## src/rtl/fv_req_xbar_pkg.sv

```systemverilog
// ============================================================================
// Module      : fv_req_xbar_pkg
// Description : Shared types, widths and the bank-select helper for the
//               feature-vector request crossbar and the Big FV banks.
// Revision    : 1.0 - initial release
// ============================================================================
`default_nettype none

package fv_req_xbar_pkg;

  // Default crossbar geometry; the top-level parameters take these as defaults
  localparam int NUM_PE_DFLT    = 4;
  localparam int NUM_BANKS_DFLT = 4;
  localparam int FV_BW_DFLT     = 16;

  // Field widths shared with the bank controllers
  localparam int NODE_ID_W = 8;
  localparam int TAG_W     = $clog2(NUM_PE_DFLT);

  // Request as presented by one Edge PE
  typedef struct packed {
    logic                  valid;
    logic                  rd_wr;
    logic [NODE_ID_W-1:0]  node_id;
    logic [FV_BW_DFLT-1:0] data;
    logic                  wr_sos;
    logic                  wr_eos;
  } pe_req_t;

  // Request as delivered to one SRAM bank controller
  typedef struct packed {
    logic                  valid;
    logic [TAG_W-1:0]      PE_tag;
    logic                  rd_wr;
    logic [NODE_ID_W-1:0]  Node_id;
    logic [FV_BW_DFLT-1:0] data;
    logic                  wr_sos;
    logic                  wr_eos;
  } Req2Output_SRAM_Bank;

  // Bank index is the low bits of the node id; num_banks is a power of two
  function automatic int unsigned bank_sel(input logic [31:0] node_id,
                                           input int unsigned num_banks);
    return node_id & (num_banks - 1);
  endfunction

endpackage

`default_nettype wire

```

## src/rtl/fv_rr_arbiter.sv

```systemverilog
// ============================================================================
// Module      : fv_rr_arbiter
// Description : N-wide rotating-priority arbiter. The first request at or
//               above ptr_i (wrapping) that survives hold_mask_i is granted.
// Revision    : 1.0 - initial release
// ============================================================================
`default_nettype none

module fv_rr_arbiter
  import fv_req_xbar_pkg::*;
#(
  parameter int N     = 4,
  parameter int PTR_W = $clog2(N)
) (
  input  logic [N-1:0]     req_i,
  input  logic [PTR_W-1:0] ptr_i,
  input  logic [N-1:0]     hold_mask_i,
  output logic [N-1:0]     grant_o
);

  logic [N-1:0]   masked_w;
  logic [PTR_W:0] sum_w;
  logic [PTR_W-1:0] idx_w;
  logic           found_w;

  assign masked_w = req_i & hold_mask_i;

  // Scan upward from the pointer, wrapping at N-1, and grant the first hit
  always_comb begin
    grant_o = '0;
    found_w = 1'b0;
    sum_w   = '0;
    idx_w   = '0;
    for (int i = 0; i < N; i++) begin
      sum_w = {1'b0, ptr_i} + (PTR_W+1)'(i);
      if (sum_w >= (PTR_W+1)'(N)) begin
        sum_w = sum_w - (PTR_W+1)'(N);
      end
      idx_w = sum_w[PTR_W-1:0];
      if (!found_w && masked_w[idx_w]) begin
        grant_o[idx_w] = 1'b1;
        found_w        = 1'b1;
      end
    end
  end

endmodule

`default_nettype wire

```

## src/rtl/fv_req_xbar.sv

```systemverilog
// ============================================================================
// Module      : fv_req_xbar
// Description : Edge-PE to Big-FV-bank request crossbar. Per-bank round-robin
//               arbitration with write-stream locking and registered outputs.
// Revision    : 1.0 - initial release
// ============================================================================
`default_nettype none

module fv_req_xbar #(
  parameter int NUM_PE    = fv_req_xbar_pkg::NUM_PE_DFLT,
  parameter int NUM_BANKS = fv_req_xbar_pkg::NUM_BANKS_DFLT,
  parameter int NODE_ID_W = fv_req_xbar_pkg::NODE_ID_W,
  parameter int FV_BW     = fv_req_xbar_pkg::FV_BW_DFLT,
  parameter int TAG_W     = $clog2(NUM_PE)
) (
  input  logic                           clk,
  input  logic                           reset,
  input  logic                           available,
  input  logic [NUM_PE-1:0]              pe_req_valid,
  input  logic [NUM_PE-1:0]              pe_req_rd_wr,
  input  logic [NUM_PE*NODE_ID_W-1:0]    pe_req_node_id,
  input  logic [NUM_PE*FV_BW-1:0]        pe_req_data,
  input  logic [NUM_PE-1:0]              pe_req_wr_sos,
  input  logic [NUM_PE-1:0]              pe_req_wr_eos,
  output logic [NUM_PE-1:0]              pe_req_ready,
  output logic [NUM_BANKS-1:0]           bank_req_valid,
  output logic [NUM_BANKS*TAG_W-1:0]     bank_req_PE_tag,
  output logic [NUM_BANKS-1:0]           bank_req_rd_wr,
  output logic [NUM_BANKS*NODE_ID_W-1:0] bank_req_node_id,
  output logic [NUM_BANKS*FV_BW-1:0]     bank_req_data,
  output logic [NUM_BANKS-1:0]           bank_req_wr_sos,
  output logic [NUM_BANKS-1:0]           bank_req_wr_eos
);

  import fv_req_xbar_pkg::*;

  logic [NUM_PE-1:0] grant_w [NUM_BANKS];

  // A PE targets one bank per cycle, so its ready is the OR of all bank grants
  always_comb begin
    pe_req_ready = '0;
    for (int b = 0; b < NUM_BANKS; b++) begin
      pe_req_ready = pe_req_ready | grant_w[b];
    end
  end

  for (genvar b = 0; b < NUM_BANKS; b++) begin : g_bank
    logic [NUM_PE-1:0]    cand_w;
    logic [NUM_PE-1:0]    mask_w;
    logic                 any_w;
    logic [TAG_W-1:0]     win_w;
    logic                 win_rd_wr_w;
    logic                 win_sos_w;
    logic                 win_eos_w;
    logic [NODE_ID_W-1:0] win_node_w;
    logic [FV_BW-1:0]     win_data_w;

    logic                 valid_q;
    logic [TAG_W-1:0]     tag_q;
    logic                 rd_wr_q;
    logic [NODE_ID_W-1:0] node_q;
    logic [FV_BW-1:0]     data_q;
    logic                 sos_q;
    logic                 eos_q;
    logic [TAG_W-1:0]     ptr_q;
    logic                 lock_q;
    logic [TAG_W-1:0]     owner_q;

    // Candidates: valid PEs whose node id maps here; nothing while unavailable
    always_comb begin
      cand_w = '0;
      for (int p = 0; p < NUM_PE; p++) begin
        cand_w[p] = available && pe_req_valid[p] &&
                    (bank_sel(32'(pe_req_node_id[p*NODE_ID_W +: NODE_ID_W]),
                              NUM_BANKS) == b);
      end
    end

    // While a write stream holds the bank only its owner may be granted
    assign mask_w = lock_q ? ({{(NUM_PE-1){1'b0}}, 1'b1} << owner_q) : '1;

    fv_rr_arbiter #(
      .N     (NUM_PE),
      .PTR_W (TAG_W)
    ) u_arb (
      .req_i       (cand_w),
      .ptr_i       (ptr_q),
      .hold_mask_i (mask_w),
      .grant_o     (grant_w[b])
    );

    // Encode the one-hot grant and select the winner's request fields
    always_comb begin
      any_w       = |grant_w[b];
      win_w       = '0;
      win_rd_wr_w = 1'b0;
      win_sos_w   = 1'b0;
      win_eos_w   = 1'b0;
      win_node_w  = '0;
      win_data_w  = '0;
      for (int p = 0; p < NUM_PE; p++) begin
        if (grant_w[b][p]) begin
          win_w       = TAG_W'(p);
          win_rd_wr_w = pe_req_rd_wr[p];
          win_sos_w   = pe_req_wr_sos[p];
          win_eos_w   = pe_req_wr_eos[p];
          win_node_w  = pe_req_node_id[p*NODE_ID_W +: NODE_ID_W];
          win_data_w  = pe_req_data[p*FV_BW +: FV_BW];
        end
      end
    end

    // Register the granted packet, advance the pointer and track stream locks
    always_ff @(posedge clk) begin
      if (reset) begin
        valid_q <= 1'b0;
        tag_q   <= '0;
        rd_wr_q <= 1'b0;
        node_q  <= '0;
        data_q  <= '0;
        sos_q   <= 1'b0;
        eos_q   <= 1'b0;
        ptr_q   <= '0;
        lock_q  <= 1'b0;
        owner_q <= '0;
      end else begin
        valid_q <= any_w;
        if (any_w) begin
          tag_q   <= win_w;
          rd_wr_q <= win_rd_wr_w;
          node_q  <= win_node_w;
          data_q  <= win_data_w;
          sos_q   <= win_sos_w;
          eos_q   <= win_eos_w;
          if (!lock_q) begin
            ptr_q <= (win_w == TAG_W'(NUM_PE-1)) ? '0 : win_w + TAG_W'(1);
            // A single-packet write (sos and eos together) never locks
            if (win_rd_wr_w && win_sos_w && !win_eos_w) begin
              lock_q  <= 1'b1;
              owner_q <= win_w;
            end
          end else if (win_rd_wr_w && win_eos_w) begin
            lock_q <= 1'b0;
          end
        end
      end
    end

    assign bank_req_valid[b]                         = valid_q;
    assign bank_req_PE_tag[b*TAG_W +: TAG_W]         = tag_q;
    assign bank_req_rd_wr[b]                         = rd_wr_q;
    assign bank_req_node_id[b*NODE_ID_W +: NODE_ID_W] = node_q;
    assign bank_req_data[b*FV_BW +: FV_BW]           = data_q;
    assign bank_req_wr_sos[b]                        = sos_q;
    assign bank_req_wr_eos[b]                        = eos_q;
  end

endmodule

`default_nettype wire

```

## config.mk

```make
export PLATFORM = sky130hd
export DESIGN_NAME = fv_req_xbar
export DESIGN_NICKNAME = d
export VERILOG_FILES = /design/src/rtl/fv_req_xbar_pkg.sv /design/src/rtl/fv_rr_arbiter.sv /design/src/rtl/fv_req_xbar.sv
export SDC_FILE = /design/constraint.sdc
export NUM_CORES = 1
export LEC_CHECK = 0
export CORE_MARGIN = 2
export CORE_UTILIZATION = 30
export CTS_CLUSTER_SIZE = 16
export DETAILED_ROUTE_END_ITERATION = 6
export PLACE_DENSITY = 0.51
export SLEW_MARGIN = 20
export SYNTH_ARGS = -nofsm -noshare
export SYNTH_HDL_FRONTEND = slang
export SYNTH_SLANG_ARGS = --single-unit
```

## constraint.sdc

```tcl
create_clock -name clk -period 13.67 [get_ports clk]
set_clock_uncertainty 0.05 [all_clocks]
set_input_delay 2.734 -clock clk [delete_from_list [all_inputs] [get_ports clk]]
set_output_delay 2.734 -clock clk [all_outputs]
set_load 0.03 [all_outputs]
```

== Word-level counts from Yosys, hierarchy flattened ==
Index checks and enable logic that the tools add are counted.
Operators by class
  mux-type cells: 220
  shifts and indexed selects: 4
  bitwise gates (word level): 23
  reduce and logical (&&, ||, !) cells: 92
  $add $sub $neg: 32
  equality and inequality tests: 16
  $lt $le $gt $ge: 48
Operators with widths (count)
  16-bit 2-to-1 mux: 16
  32-bit zero test: 4
  8-bit 2-to-1 mux: 16
  1-bit 2-to-1 mux: 108
  4-bit 2-to-1 mux: 20
  1-bit logical AND: 60
  4-bit bitwise OR: 15
  2-bit 2-to-1 mux: 28
  2-bit by 3-bit < comparator with 1-bit output (second input constant): 16
  3-bit >= comparator (second input constant): 12
  1-bit binary-select mux with 2-bit select: 16
  1-bit demux with 2-bit select: 16
  2-bit by 1-bit >= comparator with 1-bit output (second input constant): 16
  2-bit by 1-bit subtractor with 2-bit output (second input constant): 16
  2-bit by 2-bit adder with 3-bit output (second input constant): 8
  2-bit == test (second input constant): 12
  4-bit AND: 4
  1-bit zero test: 16
  4-bit OR reduction: 4
  1-bit by 2-bit left shift with 4-bit output (first input constant): 4
  2-bit by 1-bit adder with 3-bit output (second input constant): 4
  2-bit by 3-bit >= comparator with 1-bit output (second input constant): 4
  3-bit AND reduction: 4
  2-bit by 1-bit adder with 2-bit output (second input constant): 4
  3 further kinds: 12
Storage, ports and cells
  logic and storage cells: 475
  register bits: 140
  input bits: 115

== Depth between registers and ports, before layout ==
Gate-level depths: netlist (run 1).
  depth in word-level cells: 23
  depth in mapped cells: 16
  gate-level depth less buffers: 12

== Hierarchy ==
A second synthesis (run 1) with hierarchy kept.
Second synthesis, totals
  cell total of the unflattened synthesis: 1291
  area total of the unflattened synthesis: 9713.1 um^2
Modules (own cells, without submodules)
  fv_req_xbar: cells an instance 1095, area each 8116.5 um^2, sequential area each 2802.7 um^2, instances 1
  fv_rr_arbiter: cells an instance 49, area each 399.1 um^2, sequential area each 0.0 um^2, instances 4

== Least setup slack after synthesis (run 1) ==
OpenSTA, ideal clock, no wires.
  kind: in2out
  start point: in available
  end point: out pe_req_ready[1]
  slack: 5.211 ns
  arrival: 5.675 ns
  stages on the path: 11
  data required time: 10.886 ns
  path through: buf_6 > buf_2 > nand4b_1 > and2_1 > a221o_1 > and4_1 > nor4_1 > nand2_1 > clkbuf_1 > clkbuf_1 > or4_1
On the way
  cells in the longest elaborated chain, start to end: 18
  elaborated cells between the ends (all ways): 123
  those cells by class: 60 x mux; 19 x bitwise; 44 x reduce/logical
RTL lines
  from (decl): line fv_req_xbar.sv:18  | input logic available,
  1-bit logical AND (2 in a row): line fv_req_xbar.sv:73  | cand_w[p] = available && pe_req_valid[p] &&
  4-bit AND: line fv_rr_arbiter.sv:26  | assign masked_w = req_i & hold_mask_i;
  1-bit binary-select mux with 2-bit select: line fv_rr_arbiter.sv:40  | if (!found_w && masked_w[idx_w]) begin
  1-bit 2-to-1 mux (not written as such): line fv_rr_arbiter.sv:40
  1-bit 2-to-1 mux: line fv_rr_arbiter.sv:40
  1-bit zero test: line fv_rr_arbiter.sv:40
  1-bit logical AND: line fv_rr_arbiter.sv:40
  1-bit 2-to-1 mux: line fv_rr_arbiter.sv:40
  1-bit zero test: line fv_rr_arbiter.sv:40
  1-bit logical AND: line fv_rr_arbiter.sv:40
  1-bit 2-to-1 mux: line fv_rr_arbiter.sv:40
  1-bit zero test: line fv_rr_arbiter.sv:40
  1-bit logical AND: line fv_rr_arbiter.sv:40
  4-bit 2-to-1 mux: line fv_rr_arbiter.sv:40
  4-bit bitwise OR (2 in a row): line fv_req_xbar.sv:43  | pe_req_ready = pe_req_ready | grant_w[b];
  4-bit bitwise OR *: line fv_req_xbar.sv:43
  to (decl): line fv_req_xbar.sv:25  | output logic [NUM_PE-1:0] pe_req_ready,
Mark *: on every way between the ends. The rest lies on a longest branch, timed or not. The select of a mux whose other input is x is not followed.

== Worst setup path in the final report (run 1) ==
  start point: in available
  end point: out pe_req_ready[3]
The elaborated chain is that of the path after synthesis.

==> results of run 1 <==
==> per-layer routing <==
metal / part of all wire / up-vias / global-route usage
li1: - / 5340 / -
met1: 0.42 / 5746 / 0.343
met2: 0.46 / 608 / 0.440
met3: 0.084 / 100 / 0.0612
met4: 0.031 / 4 / 0.100
met5: 0.00045 / - / 0
==> cell families after synthesis <==
family,after synthesis,share of synthesized area
AOI/OAI and AO/OA,556,0.408
adders and majority gates,31,0.0377
buffers and inverters,193,0.0805
DFF,140,0.272
muxes,9,0.0118
and+or+nand+nor,353,0.190
==> power by group through the flow <==
stage | sequential (mW) | combinational, mW | clock (mW)
after floorplan | 0.862 | 1.06 | 0
after global routing | 0.723 | 2.12 | 0.499
final | 0.704 | 1.98 | 0.477
after detailed placement | 0.709 | 1.96 | 0
after CTS | 0.703 | 1.97 | 0.482
after global placement | 0.713 | 1.95 | 0
==> cells in the final DEF, fill, tap and decap left out, types with 7 or more instances in the layout <==
master	synthesis	routed
a2111oi_0	9	9
nor2_1	112	110
a21oi_1	94	94
and2_1	14	14
clkbuf_16	0	17
nand2b_1	19	19
o21ai_0	23	23
a221o_1	54	53
a22o_1	7	7
nor4_1	8	7
a211oi_1	88	87
inv_1	46	46
clkdlybuf4s50_1	0	237
nand4b_1	14	14
nand3_1	11	9
ha_1	31	31
buf_4	16	28
and3_1	8	7
dfxtp_1	140	140
a2bb2oi_1	25	25
a221oi_1	54	53
a31oi_1	8	8
nor3_1	39	39
nand2_1	56	55
a311oi_1	7	7
o22ai_1	15	15
o211ai_1	53	53
a22oi_1	59	59
==> registers in the layout (all words and copies together), names as in the netlist <==
signal,flops
g_bank.sos_q,4
g_bank.lock_q,4
g_bank.rd_wr_q,4
g_bank.owner_q,8
g_bank.tag_q,8
g_bank.node_q,32
g_bank.eos_q,4
g_bank.ptr_q,8
g_bank.data_q,64
g_bank.valid_q,4
==> worst paths after layout <==
kind | from | endpoint | cells past startpoint
worst max-delay path | available | pe_req_ready[3] | 9
worst min-delay path | g_bank[3].rd_wr_q$_SDFFE_PP0N_ | g_bank[3].rd_wr_q$_SDFFE_PP0N_ | 2
worst min register to register | g_bank[3].rd_wr_q$_SDFFE_PP0N_ | g_bank[3].rd_wr_q$_SDFFE_PP0N_ | 2
worst max register to register | g_bank[0].ptr_q[0]$_SDFFE_PP0P_ | g_bank[0].data_q[8]$_SDFFE_PP0N_ | 12
==> final cells by class <==
type                    instances  area share
inverters                      47      0.0131
well taps                     448      0.0417
clock inverters                15      0.0106
repair buffers                265       0.192
flip-flops and latches        140       0.209
clock buffers                  17      0.0317
multi-input cells             949       0.502
==> worst max-delay path, delay by kind of cell <==
family / cells / cell delay [ns]
compound gates: 3 / 1.13
simple gates: 4 / 1.96
buf+inv: 2 / 1.70
==> results by group, run 1 <==
Outcome
  • Status: completed

Clock tree
  • Setup bufs post-CTS: 0
  • Hold_buf cts: 0
  • Root Buffer: clkbuf_16
  • Gates resized, CTS repair: 0
  • Num Clock Sinks: 140
  • TritonCTS clock tree: built
  • Maximum level of the CTS H-tree: 4
  • Worst-Skew Late Latency: approximately 0.45 ns
  • Clk slew on worst S/H paths: about 0.07 ns
  • Clock tree buffer depth: 2
  • Cts bufs inserted: 17

Die
  • # rows: 67
  • Core Area: 33700 um2
  • I/O pins: about 240
  • Die ar.: roughly 36000 um2
  • Height of the die: ~190 um
  • Initial Utilization: 0.306
  • Die Wd: roughly 190 um

STA
  • Final setup vio count: 0
  • Tmin final: between 10 and 15 ns
  • Min setup slack post-route: 3.34 ns
  • TNS Setup: 0 ns
  • Hold slack: between 0.4 and 0.5 ns
  • Max-slew violations: 0
  • Max_slew headroom: 0.359
  • Max frequency: roughly 0.097 GHz
  • Tcrit/Tclk final: 0.755
  • Unrepaired setup endpoints after global routing: false
  • Slew @ Worst Pin: a little under 1 ns
  • Fin. Hold Viols: 0

Detailed routing
  • Antenna Nets Post-Route: 0
  • Initial drt markers: 1197
  • First-pass DRT Iterations: 6
  • Vias per inst: 6.27
  • Final wirelength: 49.1 mm
  • Routed len/inst: 26.1 um
  • Drc violations: 0
  • Via count: between 10k and 15k

Setup path
  • WP data required: between 10 and 15 ns
  • Worst-path cell chain: clkdlybuf4s50_1 -> nor4bb_1 -> nand2_1 -> a2bb2oi_1 -> a211oi_1 -> or2_2 -> a221o_2 -> or4_1 -> clkdlybuf4s50_1
  • Register-to-Register Setup Slack: a little under 9 ns
  • Critical path class: input pin to primary output
  • Most frequent cell on the critical path: clkdlybuf4s50_1
  • Max incr delay on CP: about 1.1 ns
  • Crit path max fanout: 32
  • Crit end category: primary output
  • Worst path slowest cell: clkdlybuf4s50_1
  • Startpoint types: input pin
  • Critical Path AT: approximately 7.5 ns

Logic synthesis
  • Top cells by area, synth: dfxtp_1 27%, a211oi_1 6.4%, a221o_1 5.2%
  • Synth Register Bits: 140
  • Number of synthesized flops with an enable pin: 0
  • Top FF cell, synth: dfxtp_1
  • Syn avg cell area: around 8 um2
  • Most frequent cells after synthesis: 140 x dfxtp_1, 112 x nor2_1, 99 x clkbuf_1
  • Asr flop ratio synth: 0
  • Biggest area consumer among synthesized cells: dfxtp_1
  • Yosys warnings: 0
  • Synth top area share: 0.272
  • Sequential area share after synthesis: 0.272
  • Post-Syn Area: about 10000 um2
  • Syn Nets: roughly 1.4k
  • Count leader, synth: dfxtp_1
  • Yosys cell types: 85
  • Mapped Cells: around 1.3k

Global route
  • First-pass GRT wire length: 73.5 mm
  • Largest net degree at the start of global routing: slightly below 80
  • Vias in the first global route: 11.6k
  • Aggregate global routing overflow: 0
  • Initial antenna violation count: 2
  • GR Util All Layers: 0.268

Place
  • Placer Congestion: ~0.87
  • Pre-CTS setup slack: 3.45 ns
  • PortBufs: ~240
  • Post-DP HPWL: around 32 mm
  • Placed Area: between 10000 and 15000 um2
  • Cells after DPL: 1849

Power
  • Switch share: 0.507
  • Peak supply drop: between 0.0001 and 0.00015 V
  • Power Total: ~3.2 mW
  • Clk pwr share: 0.151
  • Lkg Pwr: between 4 and 5 nW
  • Internal power: 1.56 mW
  • PD cells: around 240 nW/um2
  • NetSw: approximately 1.6 mW
  • Sequential Power Share: 0.223
  • Comb power frac: 0.626

Final layout
  • Diode count: 0
  • Nets: about 1.6k
  • Multi-input gate area: 6750 um2
  • Layout cell share with drive strength beyond 1: 0.0684
  • Post-route insts no fill: around 1.9k
  • Fill cells: between 3k and 4k
  • Design area: between 10000 and 15000 um2
  • Synth-to-layout area growth: 30.4%
  • Fin util: 0.399
  • Reg area: roughly 2800 um2

Worst hold path
  • Hold WC Path Type: flop to flop

Job
  • # Max-Cap Violations: 0
Power figures use the tool's default switching activity.
==> run 2, diff against run 1 <==
==> constraint.sdc (replaced) <==
create_clock -name clk -period 9.7 [get_ports clk]
set_clock_uncertainty 0.05 [all_clocks]
set_input_delay 1.94 -clock clk [delete_from_list [all_inputs] [get_ports clk]]
set_output_delay 1.94 -clock clk [all_outputs]
set_load 0.03 [all_outputs]
==> results by group, run 2 (synthesized netlist as in run 1, its figures left out) <==
Global route
  • First-pass GRT wire length: roughly 73 mm
  • Aggregate global routing overflow: 0
  • Initial antenna violation count: 2
  • Vias in the first global route: around 11k
  • Largest net degree at the start of global routing: 61
  • GR Util All Layers: 0.267

Setup path
  • Crit end category: primary output
  • Critical Path AT: 6.38 ns
  • Reg2reg end: g_bank[3].owner_q[0]$_SDFFE_PP0P_
  • Crit path launch: available
  • Worst setup path endpoint: pe_req_ready[1]
  • Worst reg-to-reg path cell count: 14
  • Register-to-Register Setup Slack: about 4.6 ns
  • Startpoint types: input pin
  • R2R Path Start: g_bank[3].ptr_q[0]$_SDFFE_PP0P_
  • Crit path max fanout: 23
  • Critical path class: input pin to primary output
  • WP data required: between 7 and 8 ns

Detailed routing
  • Routed len/inst: 26.2 um
  • Drc violations: 0
  • Antenna Nets Post-Route: 0
  • First-pass DRT Iterations: 6
  • Vias per inst: ~6.4
  • Initial drt markers: 1151
  • Final wirelength: approximately 50 mm
  • Via count: about 12k

Die
  • I/O pins: 239
  • Die Wd: ~190 um
  • # rows: 67
  • Die ar.: 35800 um2
  • Initial Utilization: 0.306
  • Height of the die: 189 um
  • Core Area: around 34000 um2

Clock tree
  • Maximum level of the CTS H-tree: 4
  • Clk slew on worst S/H paths: ~0.070 ns
  • Hold_buf cts: 0
  • Cts bufs inserted: 17
  • Clock tree buffer depth: 2
  • Root Buffer: clkbuf_16
  • Worst-Skew Late Latency: between 0.4 and 0.5 ns
  • TritonCTS clock tree: built
  • Setup bufs post-CTS: 0
  • Num Clock Sinks: 140
  • Gates resized, CTS repair: 0

Place
  • Placer Congestion: about 0.9
  • PortBufs: between 200 and 250
  • Post-DP HPWL: 32.7 mm

Final layout
  • Biggest registers after layout: g_bank.data_q: 64 flops, g_bank.node_q: 32 flops
  • Max FFs per register: between 60 and 70
  • Diode count: 0
  • Layout cell share with drive strength beyond 1: 0.0670
  • Nets: 1567
  • Commonest non-fill, non-tap cells in the layout: 237 x clkdlybuf4s50_1, 140 x dfxtp_1, 110 x nor2_1
  • Fin util: 0.398
  • Synth-to-layout area growth: 30.1%
  • Most flop-heavy register: g_bank.data_q
  • Most common cell after layout, fill and taps aside: clkdlybuf4s50_1

STA
  • Slew @ Worst Pin: ~1.1 ns
  • Max frequency: ~0.12 GHz
  • Max-slew violations: 0
  • Tcrit/Tclk final: 0.863
  • TNS Setup: 0 ns
  • Final setup vio count: 0
  • Unrepaired setup endpoints after global routing: false
  • Tmin final: 8.37 ns
  • Max_slew headroom: 0.272
  • Fin. Hold Viols: 0

Worst hold path
  • Hold WC Path Type: flop to flop

Job
  • # Max-Cap Violations: 0

Power
  • PD cells: approximately 330 nW/um2
  • Peak supply drop: between 0.00015 and 0.0002 V
  • Lkg Pwr: 4.64 nW

Outcome
  • Status: completed
## run 2: cell types whose count changed in the layout (fill, tap and decap cells not counted)
cell | before | now
clkinvlp_4 | 0 | 6
inv_8 | 6 | 1
clkinv_4 | 3 | 0
clkbuf_1 | 0 | 2
inv_6 | 5 | 3
and4bb_2 | 1 | 2
and4bb_4 | 1 | 0
buf_4 | 28 | 29
clkinv_2 | 1 | 2
## run 2: worst min-delay path by stage
| stage | from | endpoint | cells past startpoint |
|---|---|---|---|
| floorplan | g_bank[0].eos_q$_SDFFE_PP0N_ | g_bank[0].eos_q$_SDFFE_PP0N_ | 2 |
| global placement | g_bank[2].eos_q$_SDFFE_PP0N_ | g_bank[2].eos_q$_SDFFE_PP0N_ | 2 |
| detailed placement | g_bank[2].eos_q$_SDFFE_PP0N_ | g_bank[2].eos_q$_SDFFE_PP0N_ | 2 |
| CTS | g_bank[2].eos_q$_SDFFE_PP0N_ | g_bank[2].eos_q$_SDFFE_PP0N_ | 2 |
| global route | g_bank[2].rd_wr_q$_SDFFE_PP0N_ | g_bank[2].rd_wr_q$_SDFFE_PP0N_ | 2 |
| finish | g_bank[2].eos_q$_SDFFE_PP0N_ | g_bank[2].eos_q$_SDFFE_PP0N_ | 2 |
## run 2: layout make-up
type	instances	area, um2
clock buffers	19	433
clock inverters	12	92.6
fillers	3476	20300
inverters	47	176
multi-input cells	949	6740
flip-flops and latches	140	2800
well taps	448	561
repair buffers	266	2590
## run 2: power breakdown
group | switching (mW) | leakage [nW] | total, mW | internal, mW
clock network | 0.297 | 0.240 | 0.625 | 0.328
logic | 1.75 | 3.25 | 2.81 | 1.06
registers | 0.200 | 1.15 | 0.987 | 0.787
## run 2: metal layers
layer | wire length, um | vias to the layer above | track usage
li1 | - | 5342 | -
met1 | 20600 | 5883 | 0.346
met2 | 23000 | 632 | 0.433
met3 | 4420 | 91 | 0.0632
met4 | 1280 | 4 | 0.0948
met5 | 24 | - | 0
## run 2: metrics by stage
step | power [mW] | setup slack, ns | cell area (um2) | hold slack, ns | cells
detailed placement | 3.77 | 1.32 | 12900 | 0.399 | 1850
CTS | 4.41 | 1.34 | 13400 | 0.408 | 1881
global route | 4.66 | 1.02 | 13400 | 0.432 | 1881
global placement | 3.77 | 1.43 | 12900 | 0.396 | 1850
floorplan | 2.71 | 2.83 | 10300 | 0.387 | 1282
finish | 4.42 | 1.33 | 13400 | 0.407 | 1881
## run 2: worst max-delay path, cell delays in order
cell             delay, ns
clkdlybuf4s50_1       1.08
nor4bb_1              0.74
mux2i_1               0.24
o2111ai_1             0.27
a211oi_2              0.18
a2111oi_2             0.47
nand2_1               0.16
or4_1                 0.63
clkdlybuf4s50_1       0.66
==> run 3, diff against run 2 <==
--- a/config.mk
+++ b/config.mk
@@ -10,6 +10,7 @@
 export CTS_CLUSTER_SIZE = 16
 export DETAILED_ROUTE_END_ITERATION = 6
 export PLACE_DENSITY = 0.51
+export REMOVE_ABC_BUFFERS = 1
 export SLEW_MARGIN = 20
 export SYNTH_ARGS = -nofsm -noshare
 export SYNTH_HDL_FRONTEND = slang
==> results by group, run 3 (synthesized netlist as in run 1, its figures left out) <==
Place
  • Pre-CTS setup slack: between 1 and 1.5 ns
  • Placed Area: roughly 13000 um2
  • Placer Congestion: ~0.94
  • PortBufs: roughly 240
  • Post-DP HPWL: approximately 30 mm

Global route
  • Largest net degree at the start of global routing: 75
  • Initial antenna violation count: 4
  • GR Util All Layers: 0.269
  • Vias in the first global route: roughly 11k
  • First-pass GRT wire length: around 73 mm
  • Aggregate global routing overflow: 0

Final layout
  • Most flop-heavy register: g_bank.data_q
  • Layout cell share with drive strength beyond 1: 0.0643
  • Reg area: 2800 um2
  • Design area: about 14000 um2
  • Biggest registers after layout: g_bank.data_q: 64 flops, g_bank.node_q: 32 flops
  • Most common cell after layout, fill and taps aside: clkdlybuf4s50_1
  • Commonest non-fill, non-tap cells in the layout: 237 x clkdlybuf4s50_1, 140 x dfxtp_1, 110 x nor2_1
  • Fill cells: 3449
  • Multi-input gate area: between 6000 and 7000 um2
  • Max FFs per register: 64
  • Synth-to-layout area growth: 31.4%
  • Nets: between 1.5k and 2k

Die
  • Core Area: ~34000 um2
  • Die ar.: between 30000 and 40000 um2
  • I/O pins: around 240
  • # rows: 67
  • Height of the die: ~190 um
  • Die Wd: 189 um
  • Initial Utilization: 0.306

STA
  • TNS Setup: 0 ns
  • Fin. Hold Viols: 0
  • Max frequency: about 0.12 GHz
  • Tcrit/Tclk final: 0.872
  • Tmin final: roughly 8.5 ns
  • Max-slew violations: 0
  • Min setup slack post-route: roughly 1.2 ns
  • Slew @ Worst Pin: between 1 and 1.5 ns
  • Final setup vio count: 0
  • Unrepaired setup endpoints after global routing: false
  • Max_slew headroom: 0.310

Clock tree
  • Root Buffer: clkbuf_16
  • Worst-Skew Late Latency: about 0.44 ns
  • Clock tree buffer depth: 2
  • Gates resized, CTS repair: 0
  • Hold_buf cts: 0
  • Cts bufs inserted: 17
  • Setup bufs post-CTS: 0
  • Clk slew on worst S/H paths: roughly 0.060 ns
  • Maximum level of the CTS H-tree: 4
  • Num Clock Sinks: 140
  • TritonCTS clock tree: built

Setup path
  • WP data required: ~7.7 ns
  • Startpoint types: input pin
  • Crit path max fanout: 23
  • R2R Path Start: g_bank[3].ptr_q[0]$_SDFFE_PP0P_
  • Register-to-Register Setup Slack: approximately 4.3 ns
  • Crit path launch: available
  • Critical path class: input pin to primary output
  • Critical Path AT: roughly 6.5 ns
  • Crit end category: primary output
  • Worst setup path endpoint: pe_req_ready[1]
  • Worst reg-to-reg path cell count: 14
  • Reg2reg end: g_bank[3].owner_q[0]$_SDFFE_PP0P_

Detailed routing
  • Initial drt markers: about 940
  • Vias per inst: around 6.3
  • Final wirelength: just under 50 mm
  • First-pass DRT Iterations: 5
  • Antenna Nets Post-Route: 0
  • Via count: between 10k and 15k
  • Routed len/inst: about 26 um
  • Drc violations: 0

Worst hold path
  • Hold WC Path Type: flop to flop

Power
  • Peak supply drop: ~0.00014 V
  • Lkg Pwr: 4.70 nW
  • PD cells: ~340 nW/um2

Outcome
  • Status: completed

Job
  • # Max-Cap Violations: 0
-- run 3: report_power, final --
part	switching, mW	leakage (nW)	total, mW	internal, mW
sequential	0.191	1.15	0.979	0.788
combinational	1.76	3.23	2.82	1.06
clock	0.277	0.323	0.762	0.484
-- run 3: worst min path at each step --
stage / slack, ns / cells after the start / from / to
global route: 0.42 / 2 / g_bank[3].eos_q$_SDFFE_PP0N_ / g_bank[3].eos_q$_SDFFE_PP0N_
detailed placement: 0.40 / 2 / g_bank[3].tag_q[0]$_SDFFE_PP0N_ / g_bank[3].tag_q[0]$_SDFFE_PP0N_
finish: 0.40 / 2 / g_bank[3].rd_wr_q$_SDFFE_PP0N_ / g_bank[3].rd_wr_q$_SDFFE_PP0N_
floorplan: 0.46 / 2 / g_bank[1].ptr_q[1]$_SDFFE_PP0P_ / g_bank[1].ptr_q[1]$_SDFFE_PP0P_
CTS: 0.41 / 2 / g_bank[3].tag_q[0]$_SDFFE_PP0N_ / g_bank[3].tag_q[0]$_SDFFE_PP0N_
global placement: 0.39 / 2 / g_bank[3].tag_q[0]$_SDFFE_PP0N_ / g_bank[3].tag_q[0]$_SDFFE_PP0N_
-- run 3: worst max-delay path: stages --
cell             delay [ns]
clkdlybuf4s50_1        1.14
nor4bb_1               0.80
mux2i_1                0.21
o2111ai_1              0.26
a211oi_2               0.18
a2111oi_2              0.48
nand2_1                0.17
or4_1                  0.59
clkdlybuf4s50_1        0.68
-- run 3: layout make-up --
type | instances | share of cell area
tap | 448 | 0.0414
inverter | 47 | 0.0130
sequential | 140 | 0.207
multi-input combinational | 949 | 0.499
antenna | 3 | 0.000555
clock inverter | 10 | 0.0136
timing repair buffer | 263 | 0.190
clock buffer | 22 | 0.0358
-- run 3: per-layer routing --
| metal | track usage | vias up | routed length, um |
|---|---|---|---|
| li1 | - | 5345 | - |
| met1 | 0.357 | 5811 | 21300 |
| met2 | 0.417 | 601 | 22300 |
| met3 | 0.0654 | 103 | 4120 |
| met4 | 0.106 | 2 | 1490 |
| met5 | 0 | - | 19 |
-- run 3: per-stage QoR --
step / util / instances / power, mW / hold WS, ns
after floorplan: - / 1136 / 2.60 / 0.458
after global placement: 0.381 / 1847 / 3.77 / 0.393
after detailed placement: 0.381 / 1847 / 3.76 / 0.398
after CTS: 0.401 / 1879 / 4.55 / 0.406
after global routing: 0.402 / 1882 / 4.81 / 0.421
final: 0.402 / 1882 / 4.56 / 0.403
==> RTL edit 1: new RTL, config.mk and constraints of run 2 <==
Change the package constant `NUM_PE_DFLT` from 4 to 2.
--- a/src/rtl/fv_req_xbar_pkg.sv
+++ b/src/rtl/fv_req_xbar_pkg.sv
@@ -10,5 +10,5 @@
 
   // Default crossbar geometry; the top-level parameters take these as defaults
-  localparam int NUM_PE_DFLT    = 4;
+  localparam int NUM_PE_DFLT    = 2;
   localparam int NUM_BANKS_DFLT = 4;
   localparam int FV_BW_DFLT     = 16;
Interface: changed (8 resized); port bits go from 239 to 177. The function was not compared with the original's and may differ.
==> RTL edit 1 against run 2 <==
- sequential cell count decreased by 12
- total power down 68%
- area after synthesis is 50% lower
- largest cell class is now registers
- worst setup slack improved by 1.8 ns
- design area fell by 44%
- via count decreased by 57%
- non-clock buffer count fell by 85
- wire length fell by 62%
- highest routed layer is now met4
- register-to-register slack gained 2.9 ns
==> RTL edit 1: results (changes against run 2) <==
leakage power figure 2.66 nW (was 4.64 nW); registers with the most flip-flops g_bank.data_q (64), g_bank.node_q (32) (unchanged); global placement routability congestion 0.841 (was 0.892); Hold Startpoint g_bank[2].sos_q (was g_bank[2].eos_q); HPWL reported at the end of detailed placement 12.3 mm (was 32.7 mm); Net count, final 803 (was 1567); cell depth of the worst hold path 2 (unchanged); sequential element share of the synthesized area 50.2% (was 27.2%); worst endpoint data arrival time 4.61 ns (was 6.38 ns); total number of yosys warnings 0 (unchanged); worst IR drop on VDD 0.116 mV (was 0.180 mV); top_reg_cell synth sky130_fd_sc_hd__dfxtp_1 (unchanged); Port-buffer cells 176 (was 238); FILL cells 1609 (was 3476); first-pass GRT wire length 28.7 mm (was 72.7 mm); Post-Route Setup TNS 0 ns (unchanged); synthesized net count 661 (was 1428); Finished Core Util 45.0% (was 39.8%); TritonCTS Buffers 17 (unchanged); multiplexer area fraction after synthesis 0.834% (was 1.18%); complex-gate fraction of the synthesized area 19.2% (was 40.8%); Critical Path Fanout Max 24 (was 23); setup repair bufs after CTS 0 (unchanged); synth top area cells sky130_fd_sc_hd__dfxtp_1, sky130_fd_sc_hd__o22ai_1, sky130_fd_sc_hd__nor3_1 (was sky130_fd_sc_hd__dfxtp_1, sky130_fd_sc_hd__a211oi_1, sky130_fd_sc_hd__a221o_1); number of DRC markers in iteration 0 356 (was 1151); maximum number of pins on one net before global-route repair 65 (was 61); cell count after placement 945 (was 1850); number of antenna violations at the first check in global routing 0 (was 2); gr usage total 20.5% (was 26.7%); Worst Reg-to-Reg Cells 5 (was 14); number of antenna repair diodes 0 (unchanged); outcome completed (unchanged); Placement Cell Area 6870 um2 (was 12900 um2); maximum root-to-sink buffer count 2 (unchanged); actual transition at the worst max-transition pin 1.05 ns (was 1.09 ns); async set-or-reset flop fraction in the synthesized netlist 0% (unchanged); area share of fa/ha/maj cells after synthesis 0% (was 3.77%); switching power summed over all nets 0.000379 W (was 0.00224 W); Netlist cell types 40 (was 85); fraction of final layout cells sized beyond drive strength 1 7.14% (was 6.70%); mean routed wirelength per cell 19.0 um (was 26.2 um); Total Wirelength 18.5 mm (was 49.3 mm); most used standard cells in the synthesized netlist sky130_fd_sc_hd__dfxtp_1, sky130_fd_sc_hd__nor2_1, sky130_fd_sc_hd__o22ai_1 (was sky130_fd_sc_hd__dfxtp_1, sky130_fd_sc_hd__nor2_1, sky130_fd_sc_hd__clkbuf_1); min-delay worst type reg -> reg (unchanged); clk_lat worst skew 0.42 ns (was 0.44 ns); vias in the first global route 5020 (was 11460); critical register-to-register path startpoint g_bank[1].lock_q (was g_bank[3].ptr_q[0]); Vias/cell 5.28 (was 6.35); Avg Inst Size Synth 8.48 um2 (was 8.03 um2); Pre-Repair DR Iteration Count 5 (was 6)
[RTL edit 1: changes by cell type after synthesis, sizes merged, moves of 49 or more]
cell	change
o211ai	-53
a211oi	-89
a221o	-54
a21oi	-68
nor3	+51
clkbuf	-76
a221oi	-55
o22ai	+75
a22oi	-49
[RTL edit 1: cell families (layout without fill, tap and decap cells)]
family | count (synthesis) | in the layout
compound gates | 152 | 152
buf+inv | 62 | 216
flops | 128 | 128
mux | 4 | 4
simple gates | 256 | 256
[RTL edit 1: cell type report]
class                           count  share of cell area [%]
Clock buffer                       21                    6.17
Tap cell                          220                    3.69
Inverter                            4                   0.201
Sequential cell                   128                    34.3
Timing Repair Buffer              181                    24.1
Clock inverter                     10                    1.83
Multi-Input combinational cell    412                    29.7
[RTL edit 1: critical path, stage by stage]
cell and delay [ns]:
sky130_fd_sc_hd__clkdlybuf4s50_1 0.56, sky130_fd_sc_hd__and3b_2 0.22, sky130_fd_sc_hd__and3_1 0.24, sky130_fd_sc_hd__a21o_1 0.80, sky130_fd_sc_hd__nand4_1 0.18, sky130_fd_sc_hd__clkdlybuf4s50_1 0.66
[RTL edit 1: metal layers]
metal / track usage (%) / share of wire [%] / vias up
li1: - / - / 2456
met1: 27.1 / 44 / 2461
met2: 31.2 / 45 / 221
met3: 8.73 / 10 / 14
met4: 4.74 / 1.1 / 0
met5: 0 / 0 / -
[RTL edit 1: power groups by stage]
stage	clock (W)	sequential, W	combinational (W)
2_1_floorplan	0	0.000621	0.0000723
6_report	0.000648	0.000570	0.000219
3_3_place_gp	0	0.000580	0.000217
3_5_place_dp	0	0.000580	0.000218
5_1_grt	0.000683	0.000572	0.000233
4_1_cts	0.000662	0.000570	0.000219
[RTL edit 1: final timing paths]
kind	to	slack, ns
worst max-delay path	pe_req_ready[0]	3.10
worst min-delay path	g_bank[2].sos_q	0.41
worst max register to register	g_bank[1].data_q[0]	7.45
worst min register to register	g_bank[2].sos_q	0.41
[RTL edit 1: per-stage QoR]
| step | setup WS [ns] | total power, W |
|---|---|---|
| after floorplan | 4.42 | 0.000693 |
| after global placement | 3.08 | 0.000797 |
| after detailed placement | 3.13 | 0.000799 |
| after CTS | 3.10 | 0.00145 |
| after global routing | 2.90 | 0.00149 |
| final | 3.10 | 0.00144 |
==> RTL edit 2: new RTL, config.mk and constraints of run 2 <==
Without the edit above. Make the reset (`reset`) asynchronous in one clocked block.
--- a/src/rtl/fv_req_xbar.sv
+++ b/src/rtl/fv_req_xbar.sv
@@ -112,5 +112,5 @@
 
     // Register the granted packet, advance the pointer and track stream locks
-    always_ff @(posedge clk) begin
+    always_ff @(posedge clk or posedge reset) begin
       if (reset) begin
         valid_q <= 1'b0;
Formal check against the unedited RTL: not equivalent (a bounded check fails within 4 cycles, from zero or initial values and one cycle with reset high; the reset may be asserted at any time).
==> RTL edit 2 against run 2 <==
- global-route usage is 1.3 points lower
- wire length shrank 11%
- design area decreased by 1.9%
- die area fell by 3.9%
- area after synthesis shrank 4.0%
- worst setup slack better by 0.14 ns
- register-to-register slack worse by 0.25 ns
- sequential cell count unchanged
- critical endpoint is now pe_req_ready[0]
Power is left out: the tool's default activity adds up to more than one toggle a clock period on the data nets, which glitch-free logic cannot reach.
==> RTL edit 2: results (changes against run 2) <==
outcome completed (unchanged); number of antenna violations at the first check in global routing 0 (was 2); number of DRC markers in iteration 0 1048 (was 1151); fraction of final layout cells sized beyond drive strength 1 7.45% (was 6.70%); first-pass GRT wire length 65.2 mm (was 72.7 mm); Placement Cell Area 12600 um2 (was 12900 um2); vias in the first global route 10279 (was 11460); mean routed wirelength per cell 25.1 um (was 26.2 um); gr usage total 25.5% (was 26.7%); Critical Path Fanout Max 20 (was 23); synthesized net count 1270 (was 1428); Vias/cell 5.98 (was 6.35); TritonCTS Buffers 17 (unchanged); FILL cells 3293 (was 3476); sequential element share of the synthesized area 35.4% (was 27.2%); top_reg_cell synth sky130_fd_sc_hd__dfrtp_1 (was sky130_fd_sc_hd__dfxtp_1); Net count, final 1437 (was 1567); most used standard cells in the synthesized netlist sky130_fd_sc_hd__dfrtp_1, sky130_fd_sc_hd__a221o_1, sky130_fd_sc_hd__nor2_1 (was sky130_fd_sc_hd__dfxtp_1, sky130_fd_sc_hd__nor2_1, sky130_fd_sc_hd__clkbuf_1); Netlist cell types 80 (was 85); synth top area cells sky130_fd_sc_hd__dfrtp_1, sky130_fd_sc_hd__a221o_1, sky130_fd_sc_hd__a221oi_1 (was sky130_fd_sc_hd__dfxtp_1, sky130_fd_sc_hd__a211oi_1, sky130_fd_sc_hd__a221o_1); actual transition at the worst max-transition pin 0.897 ns (was 1.09 ns); HPWL reported at the end of detailed placement 28.9 mm (was 32.7 mm); capturing instance or port of the critical path pe_req_ready[0] (was pe_req_ready[1]); cell family with the largest share of critical-path delay simple AND/OR/NAND/NOR gates (was buffers and inverters); worst endpoint data arrival time 6.24 ns (was 6.38 ns); register clock-pin slew on the reported worst setup and hold paths 0.05 ns (was 0.07 ns); R2R Path End g_bank[2].owner_q[1] (was g_bank[3].owner_q[0]); Register-to-Register Setup Slack 4.35 ns (was 4.60 ns); critical register-to-register path startpoint g_bank[2].ptr_q[0] (was g_bank[3].ptr_q[0]); Worst Reg-to-Reg Cells 13 (was 14); critical path startpoint available (unchanged); Worst path max stage delay 0.90 ns (was 1.08 ns); async set-or-reset flop fraction in the synthesized netlist 100% (was 0%); maximum number of pins on one net before global-route repair 88 (was 61)
## RTL edit 2: cells by family after synthesis
| kind of cell | share of synthesized area (%) |
|---|---|
| adder cells (fa/ha/maj) | 4.05 |
| flip-flops | 35.4 |
| AND/OR/NAND/NOR | 18.9 |
| buffers and inverters | 6.58 |
| AO/OA/AOI/OAI | 34.1 |
| multiplexers | 0.999 |
## RTL edit 2: final cells by class
class	count	area share [%]
inverters	28	0.838
multi-input cells	838	44.4
well taps	442	4.21
repair buffers	265	19.7
flip-flops and latches	140	26.7
clock buffers	19	3.37
clock inverters	12	0.876
diodes	2	0.0381
## RTL edit 2: per-layer routing
layer / vias to the layer above / wire length, um / track usage, %
met1: 5075 / 19300 / 35.4
met4: 0 / 1100 / 9.57
met3: 62 / 3560 / 4.91
met5: - / 0 / 0
met2: 578 / 19900 / 39.0
li1: 4732 / - / -
## RTL edit 2: worst reg2reg max path, delay by kind of cell (launching register included)
kind                     cells  cell delay (ns)
AO/OA/AOI/OAI                4             1.67
AND/OR/NAND/NOR              5             1.35
flip-flops                   1             0.71
buffers and inverters        2             0.64
adder cells (fa/ha/maj)      1             0.48
multiplexers                 1             0.34
## RTL edit 2: worst min-delay path by stage
| stage | slack [ns] | startpoint | to | cells after the start |
|---|---|---|---|---|
| floorplan | 0.40 | g_bank[0].eos_q | g_bank[0].eos_q | 2 |
| detailed placement | 0.42 | g_bank[3].eos_q | g_bank[3].eos_q | 1 |
| global placement | 0.41 | g_bank[0].tag_q[1] | g_bank[0].tag_q[1] | 2 |
| CTS | 0.43 | g_bank[0].eos_q | g_bank[0].eos_q | 2 |
| finish | 0.42 | g_bank[0].eos_q | g_bank[0].eos_q | 2 |
| global route | 0.45 | g_bank[0].sos_q | g_bank[0].sos_q | 1 |
## RTL edit 2: per-stage QoR
stage / util (%) / setup WS, ns / hold slack (ns) / cells
finish: 40.4 / 1.47 / 0.425 / 1746
floorplan: - / 2.95 / 0.397 / 1123
detailed placement: 38.6 / 1.57 / 0.416 / 1712
CTS: 40.4 / 1.57 / 0.431 / 1743
global route: 40.4 / 1.24 / 0.446 / 1744
global placement: 38.6 / 1.65 / 0.411 / 1712
